`src/rtl/keccak_core_arbiter.sv`:
```
// keccak_core_arbiter: round-robin sharing of one Keccak core between N requesters,
// with launch, blanked done capture, timeout abort and valid/ready result return.
module keccak_core_arbiter #(
  parameter int N       = 4,
  parameter int IDW     = 2,
  parameter int L       = 160,
  parameter int b       = 400,
  parameter int TIMEOUT = 255
) (
  input  logic           i_clk,
  input  logic           i_rst,
  input  logic [N-1:0]   i_req,
  input  logic [N*L-1:0] i_v_data,
  output logic [N-1:0]   o_ack,
  output logic           o_core_start,
  output logic [L-1:0]   o_core_data,
  input  logic           i_core_done,
  input  logic [b-1:0]   i_core_state,
  output logic           o_valid,
  input  logic           i_rdy,
  output logic [b-1:0]   o_v_state,
  output logic [IDW-1:0] o_id,
  output logic           o_busy,
  output logic           o_timeout
);
  typedef enum logic [1:0] {S_IDLE, S_LAUNCH, S_BUSY, S_OUTPUT} state_t;
  state_t         r_state;
  logic [IDW-1:0] r_ptr, r_id, w_sel, w_idx;
  logic [15:0]    r_cnt;
  logic [16:0]    w_cnt_inc;
  logic [N-1:0]   r_ack;
  logic [L-1:0]   r_core_data;
  logic [b-1:0]   r_v_state;
  logic           r_start, r_valid, r_busy, r_timeout;
  // reverse scan so the last hit is the first set bit at or after the pointer
  always_comb begin
    w_sel = '0;
    w_idx = '0;
    for (int i = N - 1; i >= 0; i--) begin
      w_idx = IDW'((int'(r_ptr) + i) % N);
      if (i_req[w_idx]) w_sel = w_idx;
    end
  end
  assign w_cnt_inc = {1'b0, r_cnt} + 17'd1;
  always_ff @(posedge i_clk or posedge i_rst) begin
    if (i_rst) begin
      r_state     <= S_IDLE;
      r_ptr       <= '0;
      r_id        <= '0;
      r_cnt       <= '0;
      r_ack       <= '0;
      r_core_data <= '0;
      r_v_state   <= '0;
      r_start     <= 1'b0;
      r_valid     <= 1'b0;
      r_busy      <= 1'b0;
      r_timeout   <= 1'b0;
    end else begin
      r_ack   <= '0;
      r_start <= 1'b0;
      case (r_state)
        S_IDLE: if (|i_req) begin
          r_ack       <= N'(1) << w_sel;
          r_core_data <= i_v_data[w_sel*L +: L];
          r_id        <= w_sel;
          r_ptr       <= IDW'((int'(w_sel) + 1) % N);
          r_busy      <= 1'b1;
          r_state     <= S_LAUNCH;
        end
        S_LAUNCH: begin
          r_start <= 1'b1;
          r_cnt   <= '0;
          r_state <= S_BUSY;
        end
        S_BUSY: begin
          r_cnt <= w_cnt_inc[15:0];
          // done seen in the first busy cycle may be left over from the previous job
          if (i_core_done && r_cnt != 16'd0) begin
            r_v_state <= i_core_state;
            r_valid   <= 1'b1;
            r_state   <= S_OUTPUT;
          end else if (w_cnt_inc >= 17'(TIMEOUT)) begin
            r_timeout <= 1'b1;
            r_busy    <= 1'b0;
            r_state   <= S_IDLE;
          end
        end
        S_OUTPUT: if (i_rdy) begin
          r_valid <= 1'b0;
          r_busy  <= 1'b0;
          r_state <= S_IDLE;
        end
        default: r_state <= S_IDLE;
      endcase
    end
  end
  assign o_ack        = r_ack;
  assign o_core_start = r_start;
  assign o_core_data  = r_core_data;
  assign o_valid      = r_valid;
  assign o_v_state    = r_v_state;
  assign o_id         = r_id;
  assign o_busy       = r_busy;
  assign o_timeout    = r_timeout;
endmodule

```
`config.mk`:
```
export PLATFORM = sky130hd
export DESIGN_NAME = keccak_core_arbiter
export DESIGN_NICKNAME = d
export VERILOG_FILES = /design/src/rtl/keccak_core_arbiter.sv
export SDC_FILE = /design/constraint.sdc
export NUM_CORES = 1
export LEC_CHECK = 0
export CAP_MARGIN = 10
export CORE_AREA = 2 2 634 636
export CTS_BUF_LIST = sky130_fd_sc_hd__clkbuf_8
export DETAILED_ROUTE_END_ITERATION = 6
export DIE_AREA = 0 0 636 638
export PLACE_DENSITY_LB_ADDON = 0.08
export SKIP_CTS_REPAIR_TIMING = 1
export SYNTH_ARGS = -nofsm -noshare
export SYNTH_HDL_FRONTEND = slang
export SYNTH_SLANG_ARGS = --single-unit
```
`constraint.sdc`:
```
create_clock -name i_clk -period 37.7 [get_ports i_clk]
set_input_delay 11.31 -clock i_clk [delete_from_list [all_inputs] [get_ports i_clk]]
set_output_delay 11.31 -clock i_clk [all_outputs]
set_load 0.01 [all_outputs]
```
# Word-level counts from Yosys, hierarchy flattened

Index checks and enable logic that the tools add are counted.

$add $sub $neg: 5
Multiply operators: 1
Order comparisons: 5
Eq/ne operators: 9
Shifts and indexed selects: 2
Multiplexer cells: 28
Bitwise logic cells: 1
Reduce and logical (&&, ||, !) cells: 13

Operator list:

| operator                | number |
|---|---|
| $shiftx A640 B11 Y160   | 1 |
| $pmux W16 S2            | 1 |
| $add A16 B1 Y17 const B | 1 |
| $ge A17 B8 Y1 const B   | 1 |
| $mux W2                 | 8 |
| $reduce_bool A16 Y1     | 1 |
| $lt A2 B3 Y1 const B    | 4 |
| $mux W1                 | 10 |
| $ne A2 B2 Y1 const B    | 5 |
| $reduce_and A3 Y1       | 3 |
| $bmux W1 S2             | 4 |
| $mux W4                 | 2 |
| $pmux W2 S4             | 1 |
| $mul A2 B3 Y5 const B   | 1 |
| $reduce_and A5 Y1       | 1 |
| $add A2 B1 Y2 const B   | 2 |
| $add A2 B2 Y2 const B   | 2 |
| $eq A2 B2 Y1 const B    | 2 |
| $reduce_and A2 Y1       | 2 |
| $reduce_bool A2 Y1      | 2 |
| $reduce_or A4 Y1        | 1 |
| $shl A1 B2 Y4 const A   | 1 |
| $ne A3 B3 Y1 const B    | 1 |
| $pmux W1 S3             | 1 |
| 6 further kinds         | 6 |

Flip-flop bits (word level): 590
Input port bits: 1,048
Logic and storage cells: 75

# Logic depth before layout (Yosys ltp)

Depth after elaboration: 10
Mapped depth: 10
Gate-level depth less buffers: 8

# Worst setup path before layout

Ideal clock, no wire load.

Path type: input port to flip-flop
Start point: input i_req[3]
End point: register r_core_data[59], in the netlist o_core_data[59]
Library setup time: 0.142 ns
Arrival: 12.647 ns
Setup slack: 24.911 ns
Stages: 6
Path through: nor4_1 -> nor2b_1 -> nand2_1 -> clkbuf_1 -> clkbuf_1 -> o221ai_1

Longest elaborated chain between the ends: 8
Elaborated cells between the ends (all ways): 16
Classes of those cells: mul (1); shift (1); mux (12); reduce/logical (2)

RTL lines:

| what                          | line | RTL |
|---|---|---|
| start: declaration            | 12   | `input logic [N-1:0] i_req,` |
| $bmux W1 S2                   | 41   | `if (i_req[w_idx]) w_sel = w_idx;` |
| $mux W1 (not written as such) | 41   |  |
| $mux W2 (4 in a row)          | 41   |  |
| $mul A2 B3 Y5                 | 64   | `r_core_data <= i_v_data[w_sel*L +: L];` |
| $shiftx A640 B11 Y160         | 64   |  |
| end signal: assignment        | 64   |  |
| end: declaration              | 32   | `logic [L-1:0] r_core_data;` |

Parallel ways exist; a longest one is shown, timed or not. The select of a mux whose other input is x is not followed.
A chain may end at the register's enable or synchronous reset.

# Final worst setup path

Start point: input i_core_done
End point: register r_v_state[120], in the netlist o_v_state[120]

Longest elaborated chain between the ends: 2

RTL lines:

| what                               | line | RTL |
|---|---|---|
| start: declaration                 | 17   | `input logic i_core_done,` |
| $logic_and A1 B1 Y1                | 78   | `if (i_core_done && r_cnt != 16'd0) begin` |
| $reduce_and A2 Y1 (no source line) | n/a  |  |
| end signal: assignment             | 79   | `r_v_state <= i_core_state;` |
| end: declaration                   | 33   | `logic [b-1:0] r_v_state;` |

Every way passes these cells.

==> metrics.yaml <==
dr.pass1.iters: 4
port_buffers: 1617
worst_path_most_repeated_cell: "buf_4"
vias: 24550
rsz0062_at_grt: "false"
synth.cell_area_mm2: 0.0266
min_period_ns: 14.73
crit_chain: "clkdlybuf4s50_1, and3_4, buf_4, buf_4, buf_4, buf_4, mux2_2"
end_kind: "flip-flop"
tns_ns: 0
ys.flop_type: "dfrtp_1"
fin_crit_sh_pct: 39.1
fmax_mhz: 67.9
hold_path_class: "flip-flop to flip-flop"
clk_pin_slew_ns: 0.06
synthArstFlopShare_pct: 100
syn_inst: 1950
crit_buf_inv: 5
cts.htree.levels: 4
multiInputGateArea_mm2: 0.0108
wl_um: 267000
drv_cap: 0
nFillCells: 44946
ys_seq_elements: 590
root_buffer: "clkbuf_8"
ir_drop_uv: 28.7
synth_most_common_cell: "dfrtp_1"
insertion_delay_ns: 0.92
synth_top_area_cell: "dfrtp_1"
crit_slowest_cell: "buf_4"
globalplace.congestion: 0.808
fin_nets: 4667
p_leak_nw: 19.9
synth_top_area_share_pct: 55.6
critical_path.max_fanout: 55
cts_tree: "yes"
syn_nets: 3009
cts_buffer_depth: 4
ant_nets: 0
grt_pass1_vias: 26061
required_ns: 38.53
viasPerCell: 2.73
cp_top_family: "buffers and inverters"
syn-mean-instance-area_um2: 13.6
synthTopCellsByCount: "dfrtp_1, mux2_2, mux2i_1, nand2_1, o221ai_1"
start_util_pct: 6.67
critical_path_class: "input pin to flip-flop"
overflow: 0
die_w_um: 636
fin_worst_skew_ns: 0.101
die_y_um: 638
row_count: 232
drt-initial-drc-count: 1018
drv_slew: 0
antenna_found_initial: 133
grt_max_degree: 112
layout_setup_ws_ns: 22.97
status: "complete, no violations"
netlist_top_cells_area: "dfrtp_1, mux2_2, mux2i_1"
io_pins: 1618
grt_pass1_wl_um: 330000
max_stage_delay_ns: 0.75
regArea_mm2: 0.0148
finalPower_mw: 4.04
cts_buffers: 154
area_growth_pct: 94.8
core_mm2: 0.399
tightest_slew_ns: 1.08
setup_viol: 0
wire_per_inst_um: 29.7
hpwlAfterDp_um: 225000
fp.dieArea_mm2: 0.406
clkSinkCount: 590
yosys_warnings: 0
ys_types: 53
worst_setup_path_start_kind: "input pin"
p_per_area_mw_per_mm2: 78.0
drc: 0
seq_area_frac_synth_pct: 55.6
hold_viol: 0
arrival_ns: 15.56
slew-limit-headroom_pct: 27.9
drive_gt1_share_pct: 17.7
grt_util_all_layers_pct: 12.7
dp_slack_ns: 21.84
synth_edf_count: 0
## layer usage
metal	share of wire, %	GRT usage (%)	vias up
li1	-	-	10599
met1	37	13.6	12308
met2	49	22.2	1202
met3	11	6.76	403
met4	2.2	2.45	38
met5	0.094	0	-
## power breakdown
group / leakage, nW / switching [mW] / internal (mW)
combinational: 10.9 / 1.08 / 0.932
clock: 1.72 / 0.403 / 0.464
sequential: 7.30 / 0.224 / 0.936
## kinds of logic after synthesis
family | count (synthesis) | share of synthesized area, %
simple gates | 251 | 4.21
xor+xnor | 5 | 0.165
mux | 724 | 29.2
flops | 590 | 55.6
compound gates | 213 | 6.62
fa+ha+maj | 11 | 0.518
buf+inv | 156 | 3.77
## per-stage QoR
step	instances	cell area (um2)	util [%]	hold slack, ns
global placement	8717	48700	12.2	0.469
floorplan	1950	26600	-	0.506
finish	8995	51800	13.0	0.482
CTS	8975	51700	13.0	0.487
detailed placement	8717	48700	12.2	0.473
global route	8978	51700	13.0	0.498
## cell type report
cell class                      count  area share [%]
Antenna cell                       20          0.0967
Clock inverter                     65           0.665
Multi-Input combinational cell   1204            21.0
Tap cell                         5265            12.7
Sequential cell                   590            28.5
Clock buffer                      193            5.13
Timing Repair Buffer             1647            31.8
Inverter                           11          0.0943
## worst paths after layout
check                                            start                          to  slack (ns)  cells past startpoint
worst min register to register   o_timeout$_DFFE_PP0P_       o_timeout$_DFFE_PP0P_        0.48                      1
worst max register to register  r_state[0]$_DFFE_PP0P_  o_v_state[120]$_DFFE_PP0P_       32.53                      8
max in group asynchronous                        i_rst   o_v_state[96]$_DFFE_PP0P_       23.59                      6
worst min-delay path             o_timeout$_DFFE_PP0P_       o_timeout$_DFFE_PP0P_        0.48                      1
worst max-delay path                       i_core_done  o_v_state[120]$_DFFE_PP0P_       22.97                      7
min in group asynchronous                        i_rst  o_v_state[188]$_DFFE_PP0P_       10.85                      2
## state kept, by name, summed over array words and instances (netlist names)
signal and flops:
o_core_data 160, o_valid 1, r_ptr 2, o_busy 1, o_core_start 1, r_state 2
o_id 2, o_v_state 400, r_cnt 16, o_timeout 1, o_ack 4
## cell usage in the layout (no fill, tap or decap), drive strengths merged, types with 2 or more instances in the layout
cell type	instances
a21o	2
a21oi	8
a22o	4
a31o	4
a31oi	2
and2	5
and2b	2
and3	6
buf	31
clkbuf	193
clkdlybuf4s50	1616
clkinv	9
clkinvlp	3
dfrtp	590
diode	20
ha	11
inv	63
mux2	400
mux2i	324
nand2	193
nand2b	2
nand3	11
nand4	5
nor2	7
nor2b	2
nor3	4
nor4	7
o21a	3
o21ai	16
o221ai	160
o31ai	5
or3	2
xnor2	4
No activity file was read; power rests on OpenSTA's default activity.
